### src/rtl/tnoc_config_pkg.sv
// Shared configuration for the NoC output scheduler: global config record,
// scheduler FSM states and width helper functions.
package tnoc_config_pkg;

    typedef struct packed {
        int unsigned virtual_channels;
    } tnoc_config_t;

    localparam tnoc_config_t CONFIG = '{virtual_channels: 32'd2};

    typedef enum logic {
        IDLE = 1'b0,
        BUSY = 1'b1
    } tnoc_sched_state_e;

    // Width of a credit counter able to hold 0..depth inclusive.
    function automatic int credit_width(input int depth);
        return $clog2(depth + 1);
    endfunction

    // Width of an index into n items, never narrower than one bit.
    function automatic int index_width(input int n);
        return (n > 1) ? $clog2(n) : 1;
    endfunction

endpackage

### src/rtl/tnoc_round_robin_arbiter.sv
// Combinational round-robin picker: scans requests starting at index 'start'
// and wrapping at WIDTH-1, returning the first hit as one-hot and as an index.
import tnoc_config_pkg::*;

module tnoc_round_robin_arbiter #(
    parameter int WIDTH = 5,
    localparam int IW = index_width(WIDTH)
) (
    input  logic [WIDTH-1:0] request,
    input  logic [IW-1:0]    start,
    output logic [WIDTH-1:0] grant,
    output logic [IW-1:0]    grant_index,
    output logic             found
);

    int pos;

    // Walk every offset from the start index and take the first requester.
    always_comb begin
        grant       = '0;
        grant_index = '0;
        found       = 1'b0;
        pos         = 0;
        for (int k = 0; k < WIDTH; k++) begin
            pos = int'(start) + k;
            if (pos >= WIDTH) begin
                pos = pos - WIDTH;
            end
            if (!found && request[pos]) begin
                found       = 1'b1;
                grant[pos]  = 1'b1;
                grant_index = IW'(pos);
            end
        end
    end

endmodule

### src/rtl/tnoc_output_credit_scheduler.sv
// Output-port scheduler: round-robin switch allocation across input ports
// with wormhole locking until the tail flit, plus per-VC credit tracking.
//
// Handshake: a port holds i_request until it sees its o_grant bit. While
// granted, each cycle with i_flit_fire high moves one flit on o_grant_vc and
// consumes one credit; the lock releases on the cycle where i_flit_fire and
// i_flit_tail are both high. The switch must itself stall when the granted
// VC shows no credit on o_vc_available.
import tnoc_config_pkg::*;

module tnoc_output_credit_scheduler #(
    parameter int PORTS    = 5,
    parameter int CHANNELS = int'(CONFIG.virtual_channels),
    parameter int DEPTH    = 4,
    localparam int VCW = index_width(CHANNELS)
) (
    input  logic                   clk,
    input  logic                   rst_n,
    input  logic [PORTS-1:0]       i_request,
    input  logic [PORTS*VCW-1:0]   i_request_vc,
    input  logic                   i_flit_fire,
    input  logic                   i_flit_tail,
    input  logic [CHANNELS-1:0]    i_credit_return,
    output logic [PORTS-1:0]       o_grant,
    output logic [VCW-1:0]         o_grant_vc,
    output logic [CHANNELS-1:0]    o_vc_available,
    output logic                   o_credit_error,
    output tnoc_sched_state_e      o_state
);

    localparam int PW = index_width(PORTS);
    localparam int CW = credit_width(DEPTH);
    localparam logic [CW-1:0] DEPTH_C   = CW'(DEPTH);
    localparam logic [PW-1:0] LAST_PORT = PW'(PORTS - 1);

    tnoc_sched_state_e state_q, state_d;
    logic [PORTS-1:0]  grant_d;
    logic [VCW-1:0]    grant_vc_d;
    logic [PW-1:0]     winner_q, winner_d;
    logic [PW-1:0]     last_q, last_d;
    logic [PW-1:0]     start;
    logic [CW-1:0]     credit_q [CHANNELS];
    logic [CW-1:0]     credit_d [CHANNELS];
    logic [CHANNELS-1:0] dec_vc;
    logic              err_set;
    logic              error_q;
    logic [(1<<VCW)-1:0] avail_pad;
    logic [PORTS-1:0]  eligible;
    logic [PORTS-1:0]  arb_grant;
    logic [PW-1:0]     arb_index;
    logic              arb_found;

    // A VC is available whenever its registered credit count is nonzero.
    always_comb begin
        for (int v = 0; v < CHANNELS; v++) begin
            o_vc_available[v] = (credit_q[v] != '0);
        end
    end

    // A port is eligible when it requests and its chosen VC has credit;
    // the padded vector keeps out-of-range VC codes ineligible.
    always_comb begin
        avail_pad                 = '0;
        avail_pad[CHANNELS-1:0]   = o_vc_available;
        for (int p = 0; p < PORTS; p++) begin
            eligible[p] = i_request[p] && avail_pad[i_request_vc[p*VCW +: VCW]];
        end
    end

    // Search starts one past the last winner, wrapping at the top port.
    always_comb begin
        start = (last_q == LAST_PORT) ? '0 : last_q + PW'(1);
    end

    tnoc_round_robin_arbiter #(
        .WIDTH (PORTS)
    ) u_arbiter (
        .request     (eligible),
        .start       (start),
        .grant       (arb_grant),
        .grant_index (arb_index),
        .found       (arb_found)
    );

    // Next-state logic: grant from IDLE, hold the lock in BUSY until a tail fires.
    always_comb begin
        state_d    = state_q;
        grant_d    = o_grant;
        grant_vc_d = o_grant_vc;
        winner_d   = winner_q;
        last_d     = last_q;
        case (state_q)
            IDLE: begin
                if (arb_found) begin
                    state_d    = BUSY;
                    grant_d    = arb_grant;
                    grant_vc_d = i_request_vc[arb_index*VCW +: VCW];
                    winner_d   = arb_index;
                end else begin
                    grant_d = '0;
                end
            end
            BUSY: begin
                if (i_flit_fire && i_flit_tail) begin
                    state_d = IDLE;
                    grant_d = '0;
                    last_d  = winner_q;
                end
            end
            default: begin
                state_d = IDLE;
                grant_d = '0;
            end
        endcase
    end

    // Which VC loses a credit this cycle: only flits fired under a grant count.
    always_comb begin
        dec_vc = '0;
        for (int v = 0; v < CHANNELS; v++) begin
            dec_vc[v] = i_flit_fire && (state_q == BUSY) && (o_grant_vc == VCW'(v));
        end
    end

    // Credit update with saturation; any clipped update or idle fire is an error.
    always_comb begin
        err_set = i_flit_fire && (state_q == IDLE);
        for (int v = 0; v < CHANNELS; v++) begin
            credit_d[v] = credit_q[v];
            if (dec_vc[v] && !i_credit_return[v]) begin
                if (credit_q[v] == '0) begin
                    err_set = 1'b1;
                end else begin
                    credit_d[v] = credit_q[v] - CW'(1);
                end
            end else if (i_credit_return[v] && !dec_vc[v]) begin
                if (credit_q[v] == DEPTH_C) begin
                    err_set = 1'b1;
                end else begin
                    credit_d[v] = credit_q[v] + CW'(1);
                end
            end
        end
    end

    // State, grant, pointer, credit and sticky error registers.
    always_ff @(posedge clk) begin
        if (!rst_n) begin
            state_q    <= IDLE;
            o_grant    <= '0;
            o_grant_vc <= '0;
            winner_q   <= '0;
            last_q     <= LAST_PORT;
            error_q    <= 1'b0;
            for (int v = 0; v < CHANNELS; v++) begin
                credit_q[v] <= DEPTH_C;
            end
        end else begin
            state_q    <= state_d;
            o_grant    <= grant_d;
            o_grant_vc <= grant_vc_d;
            winner_q   <= winner_d;
            last_q     <= last_d;
            error_q    <= error_q | err_set;
            for (int v = 0; v < CHANNELS; v++) begin
                credit_q[v] <= credit_d[v];
            end
        end
    end

    assign o_credit_error = error_q;
    assign o_state        = state_q;

endmodule

### config.mk
export PLATFORM = sky130hd
export DESIGN_NAME = tnoc_output_credit_scheduler
export DESIGN_NICKNAME = d
export VERILOG_FILES = /design/src/rtl/tnoc_config_pkg.sv /design/src/rtl/tnoc_round_robin_arbiter.sv /design/src/rtl/tnoc_output_credit_scheduler.sv
export SDC_FILE = /design/constraint.sdc
export NUM_CORES = 1
export LEC_CHECK = 0
export BUFFER_PORTS_ARGS = -buffer_cell sky130_fd_sc_hd__buf_2
export CAP_MARGIN = 20
export CORE_UTILIZATION = 60
export DETAILED_ROUTE_END_ITERATION = 7
export GPL_TIMING_DRIVEN = 0
export PLACE_DENSITY = 0.8
export SYNTH_ARGS = -nofsm -noshare
export SYNTH_HDL_FRONTEND = slang
export SYNTH_SLANG_ARGS = --single-unit
### constraint.sdc
create_clock -name clk -period 5.9 [get_ports clk]
set_clock_uncertainty 0.1 [all_clocks]
set_input_delay 0.59 -clock clk [delete_from_list [all_inputs] [get_ports clk]]
set_output_delay 0.59 -clock clk [all_outputs]
set_load 0.05 [all_outputs]
* Word level (Yosys, flattened, before mapping) *
Memory sizes are Yosys's and may differ from the RTL's.
Index checks and enable logic that the tools add are counted.

storage, ports and cells
  bits in registers = 14
  bits of input ports = 16
  RAM bits = 6
  memories = 1

cells by class
  multiplexer cells = 82
  magnitude comparators = 20
  reduce and logical (&&, ||, !) cells = 37
  shift-type cells = 1
  add/sub/neg operators = 14
  bitwise gates (word level) = 9
  eq/ne operators = 4

memories
  memory    depth  bits a word  read ports  clocked after memory_dff  wr ports  RTL line                            source
  credit_q  2      3            2           0                         2         tnoc_output_credit_scheduler.sv:42  logic [CW-1:0] credit_q [CHANNELS];

operator list
  operator                                                            number
  greater-or-equal comparator 32 x 1 -> 1 bit, second input constant  5
  < comparator 32 x 5 -> 1 bit, second input constant                 5
  two-way mux 32 bit                                                  5
  greater-or-equal comparator 32 x 4 -> 1 bit, second input constant  4
  subtractor 32 x 4 -> 32 bit, second input constant                  4
  two-way mux 3 bit                                                   16
  two-way mux 1 bit                                                   42
  two-way mux 5 bit                                                   7
  logical AND 1 bit                                                   23
  OR 5 bit                                                            4
  binary-select mux 1 bit (select 3 bit)                              5
  demux 1 bit (select 3 bit)                                          5
  < comparator 1 x 2 -> 1 bit, second input constant                  5
  one-hot mux 5 bit (2 select lines)                                  1
  adder 3 x 1 -> 3 bit, second input constant                         3
  == test 3 bit, second input constant                                3
  adder 3 x 2 -> 4 bit, second input constant                         2
  logical NOT 1 bit                                                   8
  logical NOT 3 bit                                                   2
  nonzero test 3 bit                                                  2
  subtractor 3 x 1 -> 3 bit, second input constant                    2
  indexed part select 5 x 4 -> 1 bit                                  1
  adder 3 x 1 -> 4 bit, second input constant                         1
  adder 3 x 3 -> 4 bit, second input constant                         1
  other kinds (7)                                                     11

* Logic depth before layout (Yosys ltp) *
Gate-level depths: netlist (run 1).
An unclocked memory read counts as a cell.

  depth in word-level cells = 23
  depth in mapped cells = 20
  mapped depth without buffers = 18

* Modules after synthesis *
Synthesis (run 1) repeated with hierarchy kept, for this count alone.

unflattened totals
  cell total of the unflattened synthesis = 361
  area total of the unflattened synthesis = 2776.4 um^2

modules (own cells, without submodules)
  module                        cells an instance  area each (um^2)  instances
  tnoc_round_robin_arbiter      228                1614.0            1
  tnoc_output_credit_scheduler  133                1162.4            1

* Worst setup path after synthesis (run 1) *
OpenSTA, ideal clock, no wires.

  path kind = register to register
  start = register last_q[0]
  end = register o_grant_vc
  required time = 5.678 ns
  data arrival time = 4.333 ns
  period minus slack after synthesis = 4.554 ns
  buffers on the path = 3
  library setup time = 0.122 ns
  stages on the path, launching flop included = 20
  slack = 1.346 ns
  path through = dfxtp_1 -> buf_2 -> inv_1 -> ha_1 -> buf_6 -> or3b_4 -> nand2_1 -> inv_2 -> fa_1 -> a21boi_1 -> xnor2_1 -> mux2_2 -> nand2_1 -> a31o_2 -> and4_1 -> buf_4 -> o2bb2ai_2 -> mux2_1 -> nand3b_1 -> a31oi_1

between the ends
  cells in the longest elaborated chain, start to end = 21
  elaborated cells on any way between the ends = 57

ends and longest elaborated chain
  element                                                               RTL line                             source
  from (decl)                                                           tnoc_output_credit_scheduler.sv:40   logic [PW-1:0] last_q, last_d;
  from (signal assigned)                                                tnoc_output_credit_scheduler.sv:163  last_q <= last_d;
  adder 3 x 1 -> 3 bit / == test 3 bit (equally long branches)          tnoc_output_credit_scheduler.sv:72   start = (last_q == LAST_PORT) ? '0 : last_q + PW'(1);
  two-way mux 3 bit (*)                                                 tnoc_output_credit_scheduler.sv:72
  branches (longest 19 deep; another with subtractor 32 x 4 -> 32 bit)  -
  to (signal assigned)                                                  tnoc_output_credit_scheduler.sv:161  o_grant_vc <= grant_vc_d;
  to (decl)                                                             tnoc_output_credit_scheduler.sv:25   output logic [VCW-1:0] o_grant_vc,

Every way passes the cells marked *. The select of a mux whose other input is x is not followed.
A chain may end at the register's enable or synchronous reset.

* Final worst setup path (run 1) *
Same ends and word-level chain as after synthesis.

==> impl_metrics.csv, run 1 <==
group,metric,value,unit
timing,hold_violations,0,
floorplan,fp.coreArea,4786,µm²
setup_path,timing.rr.start,"last_q[0]",
power,p_total,0.8315,mW
placed_design,place_hpwl,6187,µm
synthesis,synth_compound_area_share,28.71,%
setup_path,setup.worst_path.end_class,"flip-flop",
cells_and_area,layout_common_cells,"nor2_1 (34), buf_2 (31), inv_1 (29)",
setup_path,cp.required,5.96,ns
synthesis,ys.flop_type,"dfxtp_1",
timing,slew_headroom,24.46,%
timing,finalCritPeriodShare,90.88,%
clock_network,clock_path_buffers,2,
clock_network,cts.sinks,20,
floorplan,row_count,25,
global_routing,first_global_vias,2745,
synthesis,ys_seq_area_share,13.20,%
route,num_vias,3153,
timing,slew_viol_final,0,
synthesis,synth_xor_area_share,2.021,%
clock_network,cts_resized,0,
synthesis,syn_avg_cell_area,7.817,µm²
clock_network,cts_setup_buffers,0,
timing,worstMarginPinSlew,1.115,ns
power,p_seq_share,20.9,%
power,sw_frac_of_total,49.25,%
timing,fmax,186.5,MHz
synthesis,ys_ff_latch,20,
setup_path,crit_buf_inv,5,
clock_network,htreeDepth,1,
synthesis,synth-edff-count,0,
synthesis,syn-cell-area,3033,µm²
setup_path,critPathMaxStageDelay,0.54,ns
synthesis,synth_mux_area_share,8.993,%
setup_path,cp.depth,19,
synthesis,synthAdderAreaFrac,13.12,%
synthesis,postSynthNetCount,434,
power,p_int,0.4220,mW
placed_design,gp_congestion,0.9463,
global_routing,track_usage,30.69,%
route,first_pass_iters,5,
setup_path,reg2reg_slack,0.54,ns
cells_and_area,final_common_cell,"nor2_1",
setup_path,path_class,"flip-flop to flip-flop",
timing,rsz0062_at_grt,"false",
placed_design,dpl_cell_area,3242,µm²
placed_design,port_buffers,25,
run,max_cap_violations,0,
min_path,hp-class,"flip-flop to flip-flop",
setup_path,crit_start,"last_q[0]",
floorplan,die_h,73.10,µm
synthesis,synthCells,388,
cells_and_area,final_cell_area,3297,µm²
setup_path,cp-start-kind,"flip-flop",
synthesis,ys_types,82,
floorplan,die_w,73.10,µm
setup_path,r2r_end,"o_grant_vc",
clock_network,numCtsBuffers,3,
setup_path,worstPathMaxFanout,10,
route,antenna_left,0,
setup_path,critPathArrivalTime,5.42,ns
cells_and_area,layout-drive-gt1-share,17.27,%
cells_and_area,antenna_cells,0,
power,clock_power_share,13.0,%
clock_network,cts-root-buf,"clkbuf_8",
cells_and_area,multi_input_area,2456,µm²
power,switching_power,0.4095,mW
status,status,"complete, no violations",
setup_path,slowest_stage,"dfxtp_1",
global_routing,grt_max_degree,14,
route,drt-total-wl,7976,µm
floorplan,num_io_pins,26,
floorplan,initial_core_util,63.37,%
route,routedWlPerCell,16.48,µm
floorplan,die_area,5343,µm²
synthesis,async_flop_share,0,%
power,p_leak,1.384,nW
timing,setup_viol,0,
power,p_per_area,252.2,nW/µm²
synthesis,synth-simple-area-share,28.14,%
timing,post-route-min-period,5.362,ns
clock_network,insertion_delay,0.27,ns
min_path,min_path_cells,2,
clock_network,ctsHoldBuffers,0,
setup_path,crit_chain,"buf_2, inv_1, ha_1, buf_6, or3b_4, nand2_1, inv_2, fa_1, a21boi_1, xnor2_1, mux2i_1, a21oi_1, a31o_2, and4_1, buf_4, nor3b_4, a211oi_1, nand3b_1, a31oi_1",
cells_and_area,syn_to_final_growth,8.705,%
setup_path,cp_top_family,"simple AND/OR/NAND/NOR gates",
route,drc_errors,0,
route,drt-initial-drc-count,286,
synthesis,synth_top_family_by_area,"compound AO/OA/AOI/OAI gates",
cells_and_area,layout.nets,464,
setup_path,rr_worst_depth,19,
global_routing,grt.overflow.total,0,
synthesis,yosysWarnings,0,
cells_and_area,n_fill_cell,445,
cells_and_area,register_area,400.4,µm²
clock_network,path_clk_slew,0.08,ns
power,p_comb_share,66.0,%
power,ir_drop,0.1734,mV
timing,final.setup.tns,0,ns
setup_path,critical_path.endpoint,"o_grant_vc",
clock_network,cts_tree,"yes",
route,viasPerCell,6.514,
global_routing,antenna_found_initial,0,
global_routing,grt_pass1_wl,12850,µm
==> metal layers <==
metal | up-vias | part of all wire (%) | track usage, %
li1 | 1506 | - | -
met1 | 1465 | 43 | 39.31
met2 | 155 | 47 | 51.95
met3 | 27 | 6.8 | 3.591
met4 | 0 | 2.9 | 12.64
met5 | - | 0 | 0
==> registers in the layout, indices dropped and copies added (netlist names) <==
| signal | count |
|---|---|
| last_q | 3 |
| credit_q | 6 |
| o_grant | 5 |
| winner_q | 3 |
| o_state | 1 |
| o_grant_vc | 1 |
| o_credit_error | 1 |
==> synthesized netlist by cell type, types with 3 or more instances <==
library cell | count | share of area, %
nor2_1 | 34 | 4.2
inv_1 | 29 | 3.6
ha_1 | 27 | 11
nand2_1 | 26 | 3.2
a21oi_1 | 21 | 3.5
dfxtp_1 | 20 | 13
mux2i_1 | 18 | 5.9
o21ai_0 | 16 | 2.6
nand2b_1 | 13 | 2.7
nand3_1 | 12 | 2.0
a31oi_1 | 9 | 1.9
nor2b_1 | 9 | 1.9
nand4_1 | 7 | 1.4
a21o_1 | 6 | 1.5
buf_2 | 6 | 0.99
a211oi_1 | 5 | 1.2
and3_1 | 5 | 1.0
o211ai_1 | 5 | 1.2
o22a_1 | 5 | 1.4
o22ai_1 | 5 | 1.0
or3_1 | 5 | 1.0
mux2_2 | 4 | 1.5
nand3b_1 | 4 | 0.99
o21ai_1 | 4 | 0.66
or2_2 | 4 | 0.82
xor2_1 | 4 | 1.2
a2111oi_0 | 3 | 0.87
and3b_1 | 3 | 0.87
clkbuf_1 | 3 | 0.37
fa_1 | 3 | 2.0
nor3_1 | 3 | 0.49
nor3_2 | 3 | 0.99
o21a_1 | 3 | 0.74
xnor2_1 | 3 | 0.87
==> kinds of logic (layout without fill, tap and decap cells) <==
kind of cell,after synthesis,after routing
xor+xnor,7,7
fa+ha+maj,30,30
mux,25,25
simple gates,148,148
buf+inv,42,71
flops,20,20
compound gates,116,116
==> layout make-up <==
cell class,instances,area share (%)
inverter,31,3.529
sequential,20,12.14
buffer,11,1.822
clock buffer,4,1.670
tap,67,2.543
timing repair buffer,25,3.795
multi-input combinational,326,74.50
==> power groups by stage <==
| stage | sequential [mW] | combinational (mW) | clock (mW) |
|---|---|---|---|
| after detailed placement | 0.177 | 0.534 | 0 |
| after global placement | 0.176 | 0.523 | 0 |
| after CTS | 0.174 | 0.538 | 0.110 |
| final | 0.174 | 0.549 | 0.108 |
| after floorplan | 0.208 | 0.386 | 0 |
| after global routing | 0.177 | 0.595 | 0.114 |
==> stage by stage <==
| stage | cells | utilization, % | setup WS (ns) | hold WS (ns) |
|---|---|---|---|---|
| 5_1_grt | 484 | 68.89 | 0.2216 | 0.3681 |
| 6_report | 484 | 68.89 | 0.5383 | 0.3523 |
| 3_5_place_dp | 480 | 67.74 | 0.6349 | 0.3391 |
| 4_1_cts | 484 | 68.89 | 0.6228 | 0.3575 |
| 2_1_floorplan | 388 | - | 1.346 | 0.3409 |
| 3_3_place_gp | 480 | 67.74 | 0.7643 | 0.3301 |
==> how the worst min path moves through the flow <==
stage                startpoint         end  slack (ns)
finish               o_grant[2]  o_grant[2]        0.35
global route         o_grant[2]  o_grant[2]        0.37
CTS                  o_grant[4]  o_grant[4]        0.36
detailed placement   o_grant[0]  o_grant[0]        0.34
global placement     o_grant[3]  o_grant[3]        0.33
floorplan           winner_q[2]   last_q[2]        0.34
==> worst reg2reg max path, cell delays in order (launching register included) <==
cell      delay [ns]
dfxtp_1         0.54
buf_2           0.27
inv_1           0.12
ha_1            0.23
buf_6           0.14
or3b_4          0.43
nand2_1         0.27
inv_2           0.18
fa_1            0.47
a21boi_1        0.17
xnor2_1         0.49
mux2i_1         0.29
a21oi_1         0.11
a31o_2          0.27
and4_1          0.18
buf_4           0.16
nor3b_4         0.16
a211oi_1        0.42
nand3b_1        0.17
a31oi_1         0.08
Power figures use the tool's default switching activity.
==> run 2, diff against run 1 <==
--- a/config.mk
+++ b/config.mk
@@ -7,10 +7,13 @@
 export LEC_CHECK = 0
 export BUFFER_PORTS_ARGS = -buffer_cell sky130_fd_sc_hd__buf_2
 export CAP_MARGIN = 20
-export CORE_UTILIZATION = 60
+export CELL_PAD_IN_SITES_DETAIL_PLACEMENT = 0
+export CELL_PAD_IN_SITES_GLOBAL_PLACEMENT = 1
+export CORE_ASPECT_RATIO = 1.1
+export CORE_UTILIZATION = 46
 export DETAILED_ROUTE_END_ITERATION = 7
 export GPL_TIMING_DRIVEN = 0
-export PLACE_DENSITY = 0.8
+export PLACE_DENSITY_LB_ADDON = 0.1
 export SYNTH_ARGS = -nofsm -noshare
 export SYNTH_HDL_FRONTEND = slang
 export SYNTH_SLANG_ARGS = --single-unit
==> impl_metrics.csv, run 2 (same netlist as run 1, synthesis figures left out) <==
group,metric,value,unit
setup_path,critPathMaxStageDelay,0.53,ns
clock_network,cts_setup_buffers,0,
clock_network,numCtsBuffers,3,
clock_network,path_clk_slew,0.07,ns
cells_and_area,antenna_cells,0,
cells_and_area,n_fill_cell,638,
cells_and_area,final_common_cell,"nor2_1",
setup_path,crit_buf_inv,5,
global_routing,antenna_found_initial,0,
status,status,"complete, no violations",
timing,post-route-min-period,5.364,ns
route,routedWlPerCell,17.19,µm
min_path,hp-class,"flip-flop to flip-flop",
cells_and_area,largest_reg_flops,6,
cells_and_area,fin_cells,496,
timing,rsz0062_at_grt,"false",
clock_network,ctsHoldBuffers,0,
global_routing,grt_max_degree,14,
global_routing,grt_pass1_wl,13880,µm
floorplan,num_io_pins,26,
route,drc_errors,0,
setup_path,cp.required,5.95,ns
setup_path,critPathArrivalTime,5.41,ns
cells_and_area,layout.nets,464,
clock_network,cts_tree,"yes",
power,p_per_area,245.9,nW/µm²
setup_path,cp_top_family,"simple AND/OR/NAND/NOR gates",
setup_path,setup.worst_path.end_class,"flip-flop",
placed_design,place_hpwl,6772,µm
timing,worstMarginPinSlew,1.001,ns
cells_and_area,utilization,52.63,%
route,antenna_left,0,
run,max_cap_violations,0,
clock_network,cts_resized,0,
cells_and_area,final_cell_area,3299,µm²
min_path,hold_start,"o_grant[4]",
clock_network,cts-root-buf,"clkbuf_8",
cells_and_area,top_register,"credit_q",
timing,hold_violations,0,
global_routing,track_usage,25.44,%
clock_network,htreeDepth,1,
route,num_vias,3054,
placed_design,port_buffers,25,
cells_and_area,layout-drive-gt1-share,17.07,%
setup_path,worstPathMaxFanout,10,
clock_network,cts.sinks,20,
timing,slew_headroom,32.19,%
timing,finalCritPeriodShare,90.91,%
placed_design,dpl_worst_slack,0.5857,ns
floorplan,row_count,30,
floorplan,fp.coreArea,6269,µm²
setup_path,crit_chain,"buf_2, inv_1, ha_1, buf_6, or3b_4, nand2_1, inv_2, fa_1, a21boi_1, xnor2_1, mux2i_1, a21oi_1, a31o_2, and4_1, buf_4, nor3b_4, a211oi_1, nand3b_1, a31oi_1",
timing,hold_ws,0.3603,ns
route,drt-initial-drc-count,305,
cells_and_area,layout_common_cells,"nor2_1 (34), buf_2 (31), inv_1 (29)",
setup_path,timing.rr.start,"last_q[0]",
setup_path,crit_start,"last_q[0]",
placed_design,gp_congestion,0.8943,
placed_design,dpl_cell_area,3258,µm²
timing,setup_viol,0,
clock_network,insertion_delay,0.26,ns
route,drt-total-wl,8526,µm
floorplan,die_w,79.42,µm
floorplan,die_h,87.16,µm
cells_and_area,reg_top3,"credit_q (6), o_grant (5)",
power,p_leak,1.377,nW
timing,fmax,186.4,MHz
timing,setup_ws,0.5363,ns
floorplan,initial_core_util,48.38,%
route,first_pass_iters,5,
power,p_total,0.8113,mW
power,ir_drop,0.1466,mV
global_routing,grt.overflow.total,0,
timing,slew_viol_final,0,
setup_path,cp-start-kind,"flip-flop",
setup_path,path_class,"flip-flop to flip-flop",
setup_path,slowest_stage,"dfxtp_1",
clock_network,clock_path_buffers,2,
global_routing,first_global_vias,2880,
placed_design,dp_cells,493,
timing,final.setup.tns,0,ns
route,viasPerCell,6.157,
floorplan,die_area,6922,µm²
cells_and_area,syn_to_final_growth,8.787,%
## run 2: cell count changes in the layout (fill, tap and decap cells not counted)
cell	previous run	this run
clkbuf_8	4	3
## run 2: layout make-up
| class | count | area (µm²) | area share [%] |
|---|---|---|---|
| Timing Repair Buffer | 25 | 125.1 | 3.792 |
| Inverter | 31 | 116.4 | 3.527 |
| Buffer | 11 | 60.06 | 1.820 |
| Sequential cell | 20 | 400.4 | 12.14 |
| Clock buffer | 3 | 41.29 | 1.251 |
| Multi-Input combinational cell | 326 | 2456 | 74.44 |
| Tap cell | 80 | 100.1 | 3.034 |
## run 2: worst min-delay path, delay by kind of cell (launching register included)
kind / cells / cell delay [ns]
DFF: 1 / 0.31
AOI/OAI and AO/OA: 1 / 0.05
and+or+nand+nor: 1 / 0.05
## run 2: worst paths after layout
check	to	slack, ns	depth (start not counted)
setup / recovery	o_grant_vc	0.54	19
hold / removal	o_grant[4]	0.36	2
setup reg to reg	o_grant_vc	0.54	19
hold reg to reg	o_grant[4]	0.36	2
## run 2: power by group
group          internal (mW)  switching (mW)  total [mW]  leakage (nW)
combinational          0.206           0.341       0.547          1.19
sequential             0.156          0.0183       0.174         0.163
clock                 0.0455          0.0439      0.0894        0.0216
## run 2: routing by layer
metal	GRT usage, %	share of wire, %	vias to the layer above
met4	13.22	3.8	0
met2	44.13	47	101
met5	0	0	-
li1	-	-	1506
met1	31.37	45	1420
met3	1.675	3.6	27
==> run 3, diff against run 2 <==
--- a/config.mk
+++ b/config.mk
@@ -5,15 +5,18 @@
 export SDC_FILE = /design/constraint.sdc
 export NUM_CORES = 1
 export LEC_CHECK = 0
+export ABC_CLOCK_PERIOD_IN_PS = 5900
 export BUFFER_PORTS_ARGS = -buffer_cell sky130_fd_sc_hd__buf_2
 export CAP_MARGIN = 20
 export CELL_PAD_IN_SITES_DETAIL_PLACEMENT = 0
 export CELL_PAD_IN_SITES_GLOBAL_PLACEMENT = 1
 export CORE_ASPECT_RATIO = 1.1
-export CORE_UTILIZATION = 46
+export CORE_UTILIZATION = 45
 export DETAILED_ROUTE_END_ITERATION = 7
 export GPL_TIMING_DRIVEN = 0
 export PLACE_DENSITY_LB_ADDON = 0.1
+export REMOVE_ABC_BUFFERS = 1
 export SYNTH_ARGS = -nofsm -noshare
 export SYNTH_HDL_FRONTEND = slang
+export SYNTH_HIERARCHICAL = 1
 export SYNTH_SLANG_ARGS = --single-unit
==> impl_metrics.csv, run 3 <==
group,metric,value,unit
status,status,"complete, no violations",
cells_and_area,antenna_cells,0,
placed_design,dp_cells,447,
power,p_leak,1.233,nW
route,drc_errors,0,
floorplan,die_area,6488,µm²
cells_and_area,reg_top3,"credit_q (6), o_grant (5)",
clock_network,cts.sinks,20,
cells_and_area,final_common_cell,"nor2_1",
setup_path,worstPathMaxFanout,26,
synthesis,synth_top_area_cell,"dfxtp_1",
run,max_cap_violations,0,
clock_network,clock_path_buffers,2,
clock_network,cts-root-buf,"clkbuf_8",
placed_design,gp_congestion,0.9318,
global_routing,grt.overflow.total,0,
cells_and_area,syn_to_final_growth,8.472,%
route,routedWlPerCell,17.43,µm
timing,slew_viol_final,0,
timing,finalCritPeriodShare,93.23,%
floorplan,num_io_pins,26,
placed_design,place_hpwl,5978,µm
timing,post-route-min-period,5.501,ns
synthesis,yosysWarnings,6,
global_routing,grt_use_met2,40.67,%
timing,worstMarginPinSlew,0.9322,ns
route,first_pass_iters,5,
power,p_per_area,214.0,nW/µm²
floorplan,fp.coreArea,5842,µm²
cells_and_area,fin_cells,451,
route,antenna_left,0,
synthesis,ys_ff_latch,20,
timing,hold_violations,0,
synthesis,synthCells,361,
synthesis,syn-cell-area,2776,µm²
synthesis,ys.flop_type,"dfxtp_1",
global_routing,antenna_found_initial,0,
synthesis,yosys-top-cells-area,"dfxtp_1 (14%), ha_1 (8.1%), nor2_1 (4.7%), nand2_1 (4.3%), mux4_2 (4.1%)",
route,drt-initial-drc-count,198,
global_routing,grt_max_degree,27,
synthesis,async_flop_share,0,%
timing,rsz0062_at_grt,"false",
power,ir_drop,0.1235,mV
cells_and_area,largest_reg_flops,6,
cells_and_area,utilization,51.55,%
timing,setup_viol,0,
floorplan,die_w,76.89,µm
cells_and_area,layout-drive-gt1-share,15.24,%
synthesis,yosys.cell_count.top_type,"nor2_1",
clock_network,numCtsBuffers,3,
synthesis,synth-edff-count,0,
clock_network,htreeDepth,1,
global_routing,first_global_vias,2518,
setup_path,path_class,"flip-flop to flip-flop",
clock_network,path_clk_slew,0.08,ns
global_routing,grt_use_met1,33.07,%
min_path,hp-class,"flip-flop to flip-flop",
synthesis,ys_types,79,
placed_design,port_buffers,25,
global_routing,met3_usage,1.630,%
clock_network,cts_tree,"yes",
timing,fmax,181.8,MHz
timing,hold_ws,0.3937,ns
clock_network,insertion_delay,0.26,ns
synthesis,yosysTopAreaCellShare,14.42,%
synthesis,synth_common_cells,"nor2_1 (35), nand2_1 (32), inv_1 (26)",
cells_and_area,layout.nets,412,
setup_path,critPathArrivalTime,5.51,ns
timing,slew_headroom,36.25,%
floorplan,initial_core_util,47.53,%
route,num_vias,2808,
synthesis,syn_avg_cell_area,7.691,µm²
route,viasPerCell,6.226,
route,drt-total-wl,7859,µm
global_routing,grt_pass1_wl,12650,µm
setup_path,cp-start-kind,"flip-flop",
global_routing,busiest_layer,"met2",
clock_network,cts_resized,0,
global_routing,track_usage,24.18,%
clock_network,cts_setup_buffers,0,
clock_network,ctsHoldBuffers,0,
cells_and_area,top_register,"credit_q",
setup_path,cp.required,5.91,ns
power,p_total,0.6445,mW
synthesis,ys_seq_area_share,14.42,%
cells_and_area,layout_common_cells,"nor2_1 (35), nand2_1 (32), inv_1 (26)",
floorplan,die_h,84.38,µm
floorplan,row_count,29,
setup_path,setup.worst_path.end_class,"flip-flop",
-- run 3: cell types whose count changed after synthesis, sizes merged, moves of 5 or more --
cell and delta:
o21ai -7, nand2 +6, ha -9, a22oi +7
nor3 +7, mux4 +5, mux2i -11
-- run 3: per-layer routing --
layer	up-vias	routed length, µm
met5	-	0
met3	15	393
met4	0	170
li1	1364	-
met2	112	3697
met1	1317	3598
-- run 3: path summary, 6_finish.rpt --
| kind | slack, ns | cells past startpoint | start | to |
|---|---|---|---|---|
| setup / recovery | 0.40 | 18 | last_q[0] | o_grant_vc |
| hold / removal | 0.39 | 2 | o_grant[0] | o_grant[0] |
| setup reg to reg | 0.40 | 18 | last_q[0] | o_grant_vc |
| hold reg to reg | 0.39 | 2 | o_grant[0] | o_grant[0] |
-- run 3: cell type report --
class / count / area, µm²
clock inverters: 1 / 30.03
inverters: 29 / 108.9
repair buffers: 26 / 152.6
flip-flops and latches: 20 / 400.4
multi-input cells: 295 / 2182
fillers: 574 / 2830
well taps: 77 / 96.34
clock buffers: 3 / 41.29
-- run 3: cells by family (layout without fill, tap and decap cells) --
group	count (synthesis)	after routing	share of synthesized area [%]
DFF	20	20	14.42
AOI/OAI and AO/OA	107	107	29.34
xor gates and xnor gates	10	10	3.831
adders and majority gates	21	21	10.28
buffers and inverters	46	59	7.390
muxes	21	21	10.14
and+or+nand+nor	136	136	24.61
-- run 3: worst max-delay path, cell delays in order (launching register included) --
cell,delay (ns)
dfxtp_1,0.43
inv_1,0.07
ha_1,0.24
a21oi_4,0.39
buf_16,0.23
inv_2,0.14
ha_1,0.30
ha_1,0.52
and2b_1,0.26
a22o_1,0.20
or2_1,0.29
and4b_1,0.26
a31o_1,0.24
or4_1,0.65
o21ai_0,0.13
o22a_1,0.27
mux2_2,0.36
a32oi_1,0.15
a31oi_1,0.10
-- run 3: where the power goes --
group          leakage (nW)  switching (mW)  internal, mW  total [mW]
Sequential            0.163         0.00923         0.147       0.156
Clock                0.0357          0.0478        0.0905       0.138
Combinational          1.03           0.222         0.128       0.350
Total                  1.23           0.279         0.365       0.644
-- run 3: through the flow --
step	worst slack (ns)	TNS [ns]	cell area, µm²
after floorplan	-0.4155	-1.143	2680
after global placement	-1.770	-13.83	2902
after detailed placement	0.4495	0	2940
after CTS	0.4386	0	3012
after global routing	0.1326	0	3012
final	0.3993	0	3012
